===== src/rtl/pipeline_debug_ctrl.sv =====
`default_nettype none
// ==========================================================================
// pipeline_debug_ctrl : program loader and run/step/drain sequencer for a pipeline
// Revision 1.0
// ==========================================================================
module pipeline_debug_ctrl #(
  parameter int                 NB_DATA      = 32,
  parameter int                 NB_ADDR      = 32,
  parameter int                 IMEM_WORDS   = 256,
  parameter int                 DRAIN_CYCLES = 4,
  parameter logic [NB_DATA-1:0] HALT_WORD    = NB_DATA'(32'hFFFFFFFF)
) (
  input  logic               i_clk,
  input  logic               i_reset,
  input  logic               i_cmd_valid,
  input  logic [2:0]         i_cmd,
  input  logic               i_byte_valid,
  input  logic [7:0]         i_byte,
  input  logic [NB_DATA-1:0] i_instruction,
  output logic               o_write_instruction_mem,
  output logic [NB_ADDR-1:0] o_instruction_mem_addr,
  output logic [NB_DATA-1:0] o_instruction_mem_data,
  output logic               o_halt,
  output logic [2:0]         o_state,
  output logic [31:0]        o_cycle_count,
  output logic               o_done,
  output logic               o_load_error
);

  localparam int C_NB_BYTES = NB_DATA / 8;
  localparam int C_BC_W     = (C_NB_BYTES > 1) ? $clog2(C_NB_BYTES) : 1;
  localparam int C_WI_W     = $clog2(IMEM_WORDS + 1);
  localparam int C_DC_W     = (DRAIN_CYCLES > 1) ? $clog2(DRAIN_CYCLES + 1) : 1;

  localparam logic [2:0] S_IDLE  = 3'd0;
  localparam logic [2:0] S_LOAD  = 3'd1;
  localparam logic [2:0] S_RUN   = 3'd2;
  localparam logic [2:0] S_STEP  = 3'd3;
  localparam logic [2:0] S_DRAIN = 3'd4;
  localparam logic [2:0] S_DONE  = 3'd5;

  logic [2:0]         r_state;
  logic [2:0]         w_next_state;
  logic [C_BC_W-1:0]  r_byte_cnt;
  logic [NB_DATA-1:0] r_asm;
  logic [C_WI_W-1:0]  r_word_idx;
  logic [C_DC_W-1:0]  r_drain_cnt;
  logic [NB_DATA-1:0] w_word;
  logic               w_word_done;
  logic               w_overflow;
  logic               w_cmd_load;
  logic               w_cmd_run;
  logic               w_cmd_step;
  logic               w_cmd_stop;
  logic               w_load_accept;

  assign w_cmd_load    = i_cmd_valid && (i_cmd == 3'd0);
  assign w_cmd_run     = i_cmd_valid && (i_cmd == 3'd1);
  assign w_cmd_step    = i_cmd_valid && (i_cmd == 3'd2);
  assign w_cmd_stop    = i_cmd_valid && (i_cmd == 3'd3);
  assign w_load_accept = w_cmd_load && ((r_state == S_IDLE) || (r_state == S_DONE));

  // Bytes arrive MSB-first, so each new byte shifts in at the bottom.
  assign w_word      = (r_asm << 8) | NB_DATA'(i_byte);
  assign w_word_done = (r_state == S_LOAD) && i_byte_valid &&
                       (r_byte_cnt == C_BC_W'(C_NB_BYTES - 1));
  assign w_overflow  = (r_word_idx == C_WI_W'(IMEM_WORDS));

  assign o_state = r_state;

  always_comb begin
    w_next_state = r_state;
    case (r_state)
      S_IDLE: begin
        if (w_cmd_load)      w_next_state = S_LOAD;
        else if (w_cmd_run)  w_next_state = S_RUN;
        else if (w_cmd_step) w_next_state = S_STEP;
      end
      S_LOAD: begin
        if (w_word_done && (w_overflow || (w_word == HALT_WORD)))
          w_next_state = S_IDLE;
      end
      S_RUN: begin
        if ((i_instruction == HALT_WORD) || w_cmd_stop) w_next_state = S_DRAIN;
      end
      S_STEP: begin
        w_next_state = (i_instruction == HALT_WORD) ? S_DRAIN : S_IDLE;
      end
      S_DRAIN: begin
        if (r_drain_cnt == C_DC_W'(DRAIN_CYCLES - 1)) w_next_state = S_DONE;
      end
      S_DONE: begin
        if (w_cmd_load) w_next_state = S_LOAD;
      end
      default: w_next_state = S_IDLE;
    endcase
  end

  always_ff @(posedge i_clk) begin
    if (i_reset) begin
      r_state                 <= S_IDLE;
      r_byte_cnt              <= '0;
      r_asm                   <= '0;
      r_word_idx              <= '0;
      r_drain_cnt             <= '0;
      o_write_instruction_mem <= 1'b0;
      o_instruction_mem_addr  <= '0;
      o_instruction_mem_data  <= '0;
      o_halt                  <= 1'b1;
      o_cycle_count           <= '0;
      o_done                  <= 1'b0;
      o_load_error            <= 1'b0;
    end else begin
      r_state                 <= w_next_state;
      // Outputs are derived from the next state so they line up with o_state.
      o_halt                  <= !((w_next_state == S_RUN) || (w_next_state == S_STEP));
      o_done                  <= (w_next_state == S_DONE);
      o_write_instruction_mem <= 1'b0;

      if (w_load_accept) begin
        o_cycle_count <= '0;
        o_load_error  <= 1'b0;
        r_byte_cnt    <= '0;
        r_asm         <= '0;
        r_word_idx    <= '0;
      end

      if ((r_state == S_RUN) || (r_state == S_STEP))
        o_cycle_count <= o_cycle_count + 32'd1;

      if ((r_state == S_LOAD) && i_byte_valid) begin
        if (w_word_done) begin
          r_byte_cnt <= '0;
          r_asm      <= '0;
          if (w_overflow) begin
            o_load_error <= 1'b1;
            r_word_idx   <= '0;
          end else begin
            o_write_instruction_mem <= 1'b1;
            o_instruction_mem_data  <= w_word;
            o_instruction_mem_addr  <= NB_ADDR'({r_word_idx, 2'b00});
            r_word_idx <= (w_word == HALT_WORD) ? '0 : r_word_idx + C_WI_W'(1);
          end
        end else begin
          r_asm      <= w_word;
          r_byte_cnt <= r_byte_cnt + C_BC_W'(1);
        end
      end

      if (r_state == S_DRAIN) r_drain_cnt <= r_drain_cnt + C_DC_W'(1);
      else                    r_drain_cnt <= '0;
    end
  end

endmodule
`default_nettype wire


===== config.mk =====
export PLATFORM = sky130hd
export DESIGN_NAME = pipeline_debug_ctrl
export DESIGN_NICKNAME = d
export VERILOG_FILES = /design/src/rtl/pipeline_debug_ctrl.sv
export SDC_FILE = /design/constraint.sdc
export NUM_CORES = 1
export LEC_CHECK = 0
export CORE_MARGIN = 2
export CORE_UTILIZATION = 51
export DETAILED_ROUTE_END_ITERATION = 7
export GPL_TIMING_DRIVEN = 0
export PLACE_DENSITY = 0.85
export SLEW_MARGIN = 20
export SYNTH_ARGS = -nofsm -noshare
export SYNTH_HDL_FRONTEND = slang
export SYNTH_SLANG_ARGS = --single-unit

===== constraint.sdc =====
create_clock -name i_clk -period 5.1 [get_ports i_clk]
set_clock_uncertainty 0.1 [all_clocks]
set_input_delay 0.51 -clock i_clk [delete_from_list [all_inputs] [get_ports i_clk]]
set_output_delay 0.51 -clock i_clk [all_outputs]
set_load 0.1 [all_outputs]

==> Yosys cells after proc, flatten, opt, wreduce, memory -nomap -nowiden <==
Cells that the tools add are included.
{ "word_totals": {"register_bits": 118, "latch_bits": 0, "ramBits": 0, "romBits": 0, "in_bits": 47, "elab_cells": 84, "memories": 0} }
{ "classes": {"add_sub_neg": 4, "mul": 0, "n_div": 0, "magnitude_cmp": 0, "n_eq_ne": 16, "n_shift": 0, "n_mux": 26, "bitwise_logic": 5, "n_reduce_logical": 21} }
{ "ops": {"columns": ["operator", "n"], "rows": [
  ["$eq A32 B32 Y1 const B", 2],
  ["$mux W32", 2],
  ["$mux W24", 2],
  ["$mux W9", 5],
  ["$add A32 B1 Y32 const B", 1],
  ["$or A32 B8 Y32", 1],
  ["$mux W3", 8],
  ["$eq A3 B2 Y1 const B", 7],
  ["$pmux W3 S6", 1],
  ["$add A9 B1 Y9 const B", 1],
  ["$eq A3 B3 Y1 const B", 3],
  ["$eq A9 B9 Y1 const B", 1],
  ["$logic_and A1 B1 Y1", 8],
  ["$eq A3 B1 Y1 const B", 2],
  ["$logic_not A3 Y1", 2],
  ["$mux W2", 3],
  ["$logic_or A1 B1 Y1", 5],
  ["$mux W1", 5],
  ["$not A1 Y1", 4],
  ["$reduce_bool A2 Y1", 2],
  ["$add A3 B1 Y3 const B", 1],
  ["$reduce_and A3 Y1", 1],
  ["$reduce_or A3 Y1", 1],
  ["$add A2 B1 Y2 const B", 1],
  ["3 further kinds", 3]
]} }

==> Longest topological paths before layout <==
{ "depth": {"word_depth": 9, "depth_mapped": 9} }

==> Worst setup path before layout <==
Ideal clock, no wire load.
{ "synth_timing": {"kind": "register -> register", "startpoint": "register o_cycle_count[0]", "endpoint": "register o_cycle_count[22]", "setup_ps": 162, "arrival_time_ps": 2399, "slack_ps": 2440, "stages_incl_launch_ff": 7, "period_less_slack_ps": 2660, "cell_sequence": "dfxtp_1 ha_1 nand3_1 nor4_4 nand2_1 o2111ai_1 o41ai_1"} }
{ "synth_via": {"elab_chain_cells": 2} }
{ "synth_lines": {"columns": ["element", "line_no", "rtl"], "rows": [
  ["start, declared", "25", "output logic [31:0] o_cycle_count,"],
  ["start signal, assigned", "129", "o_cycle_count <= o_cycle_count + 32'd1;"],
  ["$add A32 B1 Y32", "129", null],
  ["$mux W32", "128", "if ((r_state == S_RUN) || (r_state == S_STEP))"]
]} }
No other way between the ends.
A chain may end at the register's enable or synchronous reset.

==> Final worst setup path <==
{ "layout_timing": {"startpoint": "register o_cycle_count[5]", "endpoint": "output port o_cycle_count[5]"} }
No word-level cell between the ends.

==> flow_metrics.tcl <==
set metrics [dict create \
    outcome "finished, final reports clean" \
    min_period_ns 2.788 \
    rrSetupSlack_ns 2.79 \
    synth.top_cell.area_share 0.4622 \
    pin_count 150 \
    post_drt_wl_per_cell_um 15.99 \
    synth_most_common_cell "dfxtp_1" \
    syn_to_final_growth_pct 41.35 \
    setup_tns_ns 0 \
    antenna_found_initial 0 \
    min_path_type "flip-flop to flip-flop" \
    place_hpwl_um 10350 \
    setup_viol 0 \
    cts_tree "built" \
    drv_slew 0 \
    synth.avg_cell_area_um2 8.462 \
    ys_seq_area_frac 0.4622 \
    p_switching_mw 0.6366 \
    hold_violations 0 \
    grt_pass1_wl_um 24290 \
    synth-edff-count 0 \
    cts_sinks 118 \
    total_power_mw 2.463 \
    period_share 0.5467 \
    combPwrFrac 0.118 \
    die_h_um 104.1 \
    crit_path_end_kind "primary output" \
    rsz0062_at_grt "no" \
    crit_path_top_delay_cell "clkdlybuf4s50_1" \
    cp_slowest_stage_delay_ns 1.19 \
    crit_type "flip-flop to primary output" \
    required_ns 4.49 \
    power.share.sequential 0.386 \
    synth_common_cells "118 x dfxtp_1, 110 x nand2_1, 55 x nor2_1" \
    drive_above_1_share 0.1047 \
    gr-total-overflow 0 \
    grt_pass1_vias 4946 \
    ys.warnings.count 0 \
    postCtsHoldBufs 0 \
    cts_resized 0 \
    syn_inst 604 \
    gp_congestion 0.9339 \
    track_usage 0.2741 \
    critPathLaunchType "flip-flop" \
    fillCellCount 680 \
    ys.flop_type "dfxtp_1" \
    diodes 0 \
    drt-total-wl_um 14650 \
    ir_drop_mv 0.2430 \
    netlist_area_um2 5111 \
    cts_buffers 17 \
    nNetsFinal 823 \
    p_clk_frac 0.496 \
    grt_start_max_net_pins 17 \
    fmaxAchievable_ghz 0.3587 \
    viasPerCell 5.689 \
    htreeDepth 4 \
    critPathMaxFanout 6 \
    start_util 0.5253 \
    dr_total_vias 5211 \
    clk_latency_ns 0.52 \
    synth_cell_type_count 54 \
    cp_num_buf_inv 1 \
    die_w_um 104.1 \
    synthArstFlopShare 0 \
    drt_iter0_drc 442 \
    cts_setup_buffers 0 \
    ant_nets 0 \
    p_leak_nw 2.633 \
    post-route-drc-count 0 \
    std_cell_rows 36 \
    timing.slew.headroom 0.3142 \
    die_area_um2 10840 \
    synthTopCellsByArea "dfxtp_1 46%, nand2_1 8.1%, a21oi_1 5.3%, a22oi_1 4.1%, nor2_1 4.0%" \
    dr.pass1.iters 5 \
    critPathTopFamily "buffers and inverters" \
    core_um2 9729 \
    crit_chain "clkdlybuf4s50_1" \
    maxCapViolCount 0 \
    cts.root.buffer_cell "clkbuf_8" \
    worstMarginPinSlew_ns 1.025 \
    cts_buffer_depth 2 \
    io_buffers 125 \
    cellPowerDensity_nw_per_um2 341.0 \
    p_sw_frac 0.2584 \
    arrival_ns 2.18 \
    ys_seq_elements 118 \
    synth_top_cell_by_area "dfxtp_1" \
    internal-power_mw 1.827 \
    clk_pin_slew_ns 0.06 \
]
==> flip-flops by register name (all words and copies together) (netlist names) <==
name / count
r_byte_cnt: 2
o_instruction_mem_addr: 9
o_write_instruction_mem: 1
o_state: 3
r_drain_cnt: 3
r_asm: 24
o_cycle_count: 32
r_word_idx: 9
o_load_error: 1
o_done: 1
o_instruction_mem_data: 32
o_halt: 1
==> power by group through the flow <==
stage               clock [mW]  sequential, mW  combinational [mW]
finish                    1.22           0.950               0.291
global route              1.27           0.951               0.306
CTS                       1.23           0.949               0.287
detailed placement           0           0.968               0.285
global placement             0           0.968               0.279
floorplan                    0            1.00               0.175
==> worst paths after layout <==
check / from / end / cells past startpoint
max: o_cycle_count[5] / o_cycle_count[5] / 1
min: r_drain_cnt[0] / r_drain_cnt[0] / 1
max reg2reg: r_word_idx[0] / o_instruction_mem_data[14] / 9
min reg2reg: r_drain_cnt[0] / r_drain_cnt[0] / 1
==> cell type report <==
class | count | area, um^2 | share of cell area
clock inverters | 12 | 177.7 | 0.02459
clock buffers | 20 | 435.4 | 0.06027
well taps | 133 | 166.4 | 0.02303
plain buffers | 56 | 315.3 | 0.04364
inverters | 11 | 41.29 | 0.005715
flip-flops and latches | 118 | 2362 | 0.3270
repair buffers | 125 | 1251 | 0.1732
multi-input cells | 441 | 2475 | 0.3426
==> metal layers <==
metal,up-vias,GRT usage,part of all wire
li1,2447,-,-
met3,43,0.06767,0.072
met1,2464,0.3465,0.42
met4,0,0.1033,0.026
met2,257,0.4530,0.48
met5,-,0,0
==> worst register-to-register path: stages (launching register included) <==
cell	delay (ns)
dfxtp_1	0.37
inv_1	0.09
ha_1	0.17
or4b_1	0.54
nor2_1	0.25
nor2b_1	0.08
buf_2	0.20
buf_2	0.21
nand2_1	0.10
a21oi_1	0.08
==> cells in the final DEF, fill, tap and decap left out, drive strengths merged, types with 3 or more instances in the layout <==
master / Yosys / final
buf: 39 / 39
o31ai: 6 / 6
nand3: 27 / 27
and4: 4 / 4
clkdlybuf4s50: 0 / 125
nand2b: 5 / 5
or3: 5 / 5
a22oi: 28 / 28
bufinv: 0 / 4
o21ai: 3 / 3
o41ai: 8 / 8
nor2: 55 / 55
nand2: 111 / 111
and2: 7 / 7
mux2i: 3 / 3
o21a: 3 / 3
inv: 11 / 11
xnor2: 4 / 4
nand4: 26 / 26
xor2: 3 / 3
mux2: 3 / 3
clkinv: 0 / 7
ha: 6 / 6
conb: 1 / 23
nor3: 7 / 7
a21oi: 54 / 54
o211ai: 9 / 9
dfxtp: 118 / 118
and3: 8 / 8
nor2b: 4 / 4
clkbuf: 17 / 37
nor4: 6 / 6
==> metrics by stage <==
stage	cells	utilization	area (um^2)	hold slack, ns	setup WS (ns)
2_1_floorplan	626	-	5194	0.2991	2.440
3_3_place_gp	884	0.6795	6611	0.3066	2.497
3_5_place_dp	884	0.6795	6611	0.3168	2.429
4_1_cts	916	0.7425	7224	0.3108	2.309
5_1_grt	916	0.7425	7224	0.3403	2.279
6_report	916	0.7425	7224	0.3202	2.312
==> kinds of logic (layout without fill, tap and decap cells) <==
logic type	count (synthesis)	in the layout	share of synthesized area
buf+inv	67	224	0.06977
mux	6	6	0.01248
flops	118	118	0.4622
xor+xnor	7	7	0.01200
other cells	1	23	0.0007337
compound gates	125	125	0.1643
simple gates	274	274	0.2639
fa+ha+maj	6	6	0.01469
(Power assumes the default switching activity.)
==> patch 1: new RTL, same settings <==
The output `o_halt` loses its register stage (`o_halt` becomes a continuous assignment).
--- a/src/rtl/pipeline_debug_ctrl.sv
+++ b/src/rtl/pipeline_debug_ctrl.sv
@@ -107,5 +107,4 @@
       o_instruction_mem_addr  <= '0;
       o_instruction_mem_data  <= '0;
-      o_halt                  <= 1'b1;
       o_cycle_count           <= '0;
       o_done                  <= 1'b0;
@@ -114,5 +113,4 @@
       r_state                 <= w_next_state;
       // Outputs are derived from the next state so they line up with o_state.
-      o_halt                  <= !((w_next_state == S_RUN) || (w_next_state == S_STEP));
       o_done                  <= (w_next_state == S_DONE);
       o_write_instruction_mem <= 1'b0;
@@ -153,4 +151,6 @@
   end
 
+  assign o_halt = !((w_next_state == S_RUN) || (w_next_state == S_STEP));
+
 endmodule
 `default_nettype wire
Behaviour: not the same (a bounded check fails within 4 cycles, from zero or initial values and one cycle with i_reset high).
==> patch 1 against the original RTL <==
- sequential share of layout area down 0.70 points
- wire length up 1.6%
- power is 0.95% lower
- sequential cell count fell by 1
- count of clock-buffer cells in the layout down 3
- worst setup slack lost 0.74 ns
- final area grew 1.3%
- area after synthesis increased by 2.0%
- largest power group unchanged
==> patch 1: results (changes against the original RTL) <==
| Metric | Value |
|---|---|
| Status | finished, final reports clean |
| Beginning of the worst hold path | r_drain_cnt[0] |
| Maximum VDD drop | 191 uV (-22%) |
| Worst Reg-to-Reg Cells | 8 (-1) |
| Async S/R FF share, synth | 0% (unchanged) |
| Pre-Repair DR Iteration Count | 5 (unchanged) |
| Via-to-Cell Ratio | 5.67 (-0.38%) |
| GPL Wtd Cong | 0.843 (-9.8%) |
| Max-slew headroom | 31.9% (+0.50 points) |
| Worst endpoint data arrival time | 2.92 ns (+0.74 ns) |
| Post-synthesis cell count | 619 (+2.5%) |
| Number of filler cells placed in the layout | 682 (+0.29%) |
| Leak Pwr | 2.63 nW (-0.18%) |
| Largest net degree at the start of global routing | 17 (unchanged) |
| Reg2Reg Setup Slack | 2.88 ns (+0.09 ns) |
| Tot GR Track Use | 26.9% (-0.51 points) |
| Detailed router's first-iteration violation count | 317 (-28%) |
| Synth top cells by count | dfxtp_1 (117), nand2_1 (113), a21oi_1 (55) |
| Post-CTS Repair Setup Buffers | 0 (unchanged) |
| Ys flop type | dfxtp_1 |
| Placed cell areas | 6720 um^2 (+1.6%) |
| Share of layout cells above drive strength 1 | 11.7% (+1.2 points) |
| Post-synthesis sequential area ratio | 44.9% (-1.3 points) |
| Crit path capture | o_halt |
| Area contributors post-synth | dfxtp_1 (45%), nand2_1 (8.1%), a21oi_1 (5.3%), a22oi_1 (3.9%), nor2_1 (3.8%) |
| Post-DP HPWL | 10500 um (+1.0%) |
| Vias in the first global route | 5005 (+1.2%) |
| First-pass GRT wire length | 24000 um (-1.1%) |
| Post-Route WL | 14900 um (+1.6%) |
| Largest registers | o_cycle_count: 32 flops, o_instruction_mem_data: 32 flops, r_asm: 24 flops |
| DR WL/cell | 16.0 um (about the same) |
| Crit path from | i_instruction[26] |
| Synth cell types | 56 (+3.7%) |
| Crit Reg-Reg Endpoint | r_word_idx[6] |
| Worst-path fanout max | 2 (-4) |
| CTS Buf Count | 17 (unchanged) |
| Post_cts resized | 0 (unchanged) |
| Placed Cells incl. Taps | 899 (+1.7%) |
| Layout Nets | 838 (+1.8%) |
-- patch 1: routing by layer --
layer	GRT usage [%]	vias up	wire [um]
met5	0	-	0
met4	10.7	0	301
met3	5.74	35	1040
met2	46.9	252	7490
met1	32.2	2494	6060
li1	-	2495	-
-- patch 1: cell families (layout without fill, tap and decap cells) --
logic type	after synthesis	count (layout)	synth area share, %
compound gates	121	121	15.0
flops	117	117	44.9
simple gates	289	289	27.4
other cells	1	23	0.0719
mux	10	10	2.11
buf+inv	68	225	7.89
xor+xnor	7	7	1.18
fa+ha+maj	6	6	1.44
-- patch 1: area by class of cell --
cell class / count / area (um^2) / area share (%)
multi-input combinational: 456 / 2540 / 34.7
sequential: 117 / 2340 / 32.0
timing repair buffer: 125 / 1250 / 17.1
clock buffer: 17 / 414 / 5.66
buffer: 62 / 389 / 5.32
clock inverter: 15 / 191 / 2.61
tap: 133 / 166 / 2.27
inverter: 6 / 22.5 / 0.308
-- patch 1: worst max-delay path: stages --
cell and delay (ns):
clkdlybuf4s50_1 0.48, nand4_1 0.10, nor4_1 0.31, nand2_1 0.12
a31oi_1 0.20, clkdlybuf4s50_1 1.19
-- patch 1: power breakdown --
part	total, mW	internal, mW	switching (mW)
sequential	0.939	0.926	0.0126
clock	1.22	0.756	0.464
combinational	0.281	0.0828	0.198
-- patch 1: per-stage QoR --
stage / worst slack (ns) / hold slack (ns)
2_1_floorplan: 1.35 / 0.297
5_1_grt: 1.38 / 0.341
4_1_cts: 1.58 / 0.329
3_5_place_dp: 1.60 / 0.320
3_3_place_gp: 1.62 / 0.305
6_report: 1.57 / 0.336
==> patch 2: new RTL, same settings <==
Without the edit above. Change the parameter `DRAIN_CYCLES` from 4 to 8.
--- a/src/rtl/pipeline_debug_ctrl.sv
+++ b/src/rtl/pipeline_debug_ctrl.sv
@@ -8,5 +8,5 @@
   parameter int                 NB_ADDR      = 32,
   parameter int                 IMEM_WORDS   = 256,
-  parameter int                 DRAIN_CYCLES = 4,
+  parameter int                 DRAIN_CYCLES = 8,
   parameter logic [NB_DATA-1:0] HALT_WORD    = NB_DATA'(32'hFFFFFFFF)
 ) (
Function: changed (Yosys sat finds a counterexample within 10 cycles, from zero or initial values and one cycle with i_reset high).
==> patch 2 against the original RTL <==
- power up 1.1%
- largest cell class unchanged
- area after synthesis is 1.5% higher
- utilization up 0.34 points
- worst setup slack got worse by 0.017 ns
- final area up 1.4%
- synthesized cell count up 2.2%
- hold slack improved by 0.035 ns
- sequential share of layout area is 0.17 points lower
- wire length increased by 5.7%
- sequential cell count up 1
- combinational power down 7.6%
==> patch 2: results (changes against the original RTL) <==
| Metric | Value |
|---|---|
| Largest net degree at the start of global routing | 17 (unchanged) |
| HP Class | reg2reg |
| Post-DP HPWL | 10700 um (+3.4%) |
| Worst Reg-to-Reg Cells | 8 (-1) |
| Post-CTS Repair Setup Buffers | 0 (unchanged) |
| CTS Buf Count | 17 (unchanged) |
| Post_cts resized | 0 (unchanged) |
| Clock buffer depth | 2 (unchanged) |
| Maximum VDD drop | 198 uV (-19%) |
| Pre-Repair DR Iteration Count | 6 (+1) |
| Crit path from | o_cycle_count[4] |
| Detailed router's first-iteration violation count | 359 (-19%) |
| Crit path capture | o_cycle_count[4] |
| Synth cell types | 54 (unchanged) |
| Tot GR Track Use | 28.2% (+0.83 points) |
| Ys flop type | dfxtp_1 |
| Slew at the pin closest to its max-slew limit | 1.04 ns (+0.0111 ns) |
| Vias in the first global route | 5299 (+7.1%) |
| Root buf cell | clkbuf_8 |
| Clock slew at reported path FFs | 0.06 ns (about the same) |
| Deepest level of the CTS H-tree | 4 (unchanged) |
| Synthesized cell area | 5190 um^2 (+1.5%) |
| Post-synthesis sequential area ratio | 45.9% (-0.28 points) |
| Placed cell areas | 6700 um^2 (+1.3%) |
| Via-to-Cell Ratio | 5.71 (+0.42%) |
| Async S/R FF share, synth | 0% (unchanged) |
| Share of layout cells above drive strength 1 | 11.0% (+0.57 points) |
| GPL Wtd Cong | 0.843 (-9.8%) |
| Post-Route WL | 15500 um (+5.7%) |
| First-pass GRT wire length | 25300 um (+4.1%) |
| FF-to-FF Start | r_word_idx[0] |
| Ant diodes | 0 (unchanged) |
| Slowest CP cell | clkdlybuf4s50_1 |
| Initial antenna violation count | 0 (unchanged) |
| Area contributors post-synth | dfxtp_1 (46%), nand2_1 (7.6%), a21oi_1 (5.2%), nor2_1 (4.2%), a22oi_1 (3.9%) |
| Reg2Reg Setup Slack | 2.70 ns (-0.09 ns) |
| Yosys warnings | 0 (unchanged) |
| Synth top cells by count | dfxtp_1 (119), nand2_1 (105), nor2_1 (58) |
| CP peak stage delay | 1.19 ns (about the same) |
| Worst-Skew Late Latency | 0.53 ns |
| Port Buffers | 126 (+0.80%) |
| Leak Pwr | 2.55 nW (-3.0%) |
| Largest registers | o_cycle_count: 32 flops, o_instruction_mem_data: 32 flops, r_asm: 24 flops |
| Worst endpoint data arrival time | 2.19 ns |
| Status | finished, final reports clean |
| CP delay by family, top | buffers and inverters |
| Post-synth EDFFs | 0 (unchanged) |
| DRC viols | 0 (unchanged) |
| Crit Reg-Reg Endpoint | o_instruction_mem_data[25] |
| Layout Nets | 836 (+1.6%) |
| Worst-path fanout max | 8 (+2) |
[patch 2: cell families (layout without fill, tap and decap cells)]
group	count (synthesis)	in the layout	synth area share, %
AOI/OAI and AO/OA	125	125	15.6
xor gates and xnor gates	9	9	1.52
adders and majority gates	5	5	1.21
buffers and inverters	73	231	7.65
DFF	119	119	45.9
muxes	8	8	1.66
other	1	23	0.0723
and+or+nand+nor	277	277	26.3
[patch 2: stage by stage]
step	setup WS (ns)	instances	hold slack, ns	utilization, %
floorplan	2.36	639	0.318	-
global placement	2.16	898	0.329	68.2
detailed placement	2.10	898	0.347	68.2
CTS	2.29	930	0.355	74.6
global route	2.24	930	0.377	74.6
finish	2.30	930	0.356	74.6
[patch 2: report_power, final]
part	leakage (nW)	switching (mW)	total (mW)	internal, mW
combinational	1.30	0.187	0.269	0.0819
clock	0.294	0.466	1.27	0.805
sequential	0.959	0.00986	0.950	0.940
total	2.55	0.663	2.49	1.83
[patch 2: layout make-up]
cell class                      count  area (um^2)
Fill cell                         713         2490
Multi-Input combinational cell    447         2490
Sequential cell                   119         2380
Timing Repair Buffer              126         1260
Clock buffer                       17          414
Buffer                             60          348
Clock inverter                     15          214
Tap cell                          133          166
Inverter                           13         48.8
[patch 2: routing by layer]
| metal | part of all wire [%] | wire length, um | global-route usage [%] | vias to the layer above |
|---|---|---|---|---|
| met1 | 37 | 5790 | 31.5 | 2499 |
| met5 | 0 | 0 | 0 | - |
| met3 | 7.3 | 1130 | 7.11 | 63 |
| li1 | - | - | - | 2484 |
| met2 | 52 | 8070 | 50.4 | 267 |
| met4 | 3.1 | 485 | 12.8 | 0 |
[patch 2: worst min-delay path by stage]
stage                     cells past startpoint                        from                         end
final                                         2  o_instruction_mem_data[28]  o_instruction_mem_data[28]
after global routing                          2  o_instruction_mem_data[16]  o_instruction_mem_data[16]
after CTS                                     2  o_instruction_mem_data[28]  o_instruction_mem_data[28]
after detailed placement                      2  o_instruction_mem_data[28]  o_instruction_mem_data[28]
after global placement                        1              r_drain_cnt[0]              r_drain_cnt[0]
after floorplan                               1              r_drain_cnt[0]              r_drain_cnt[0]
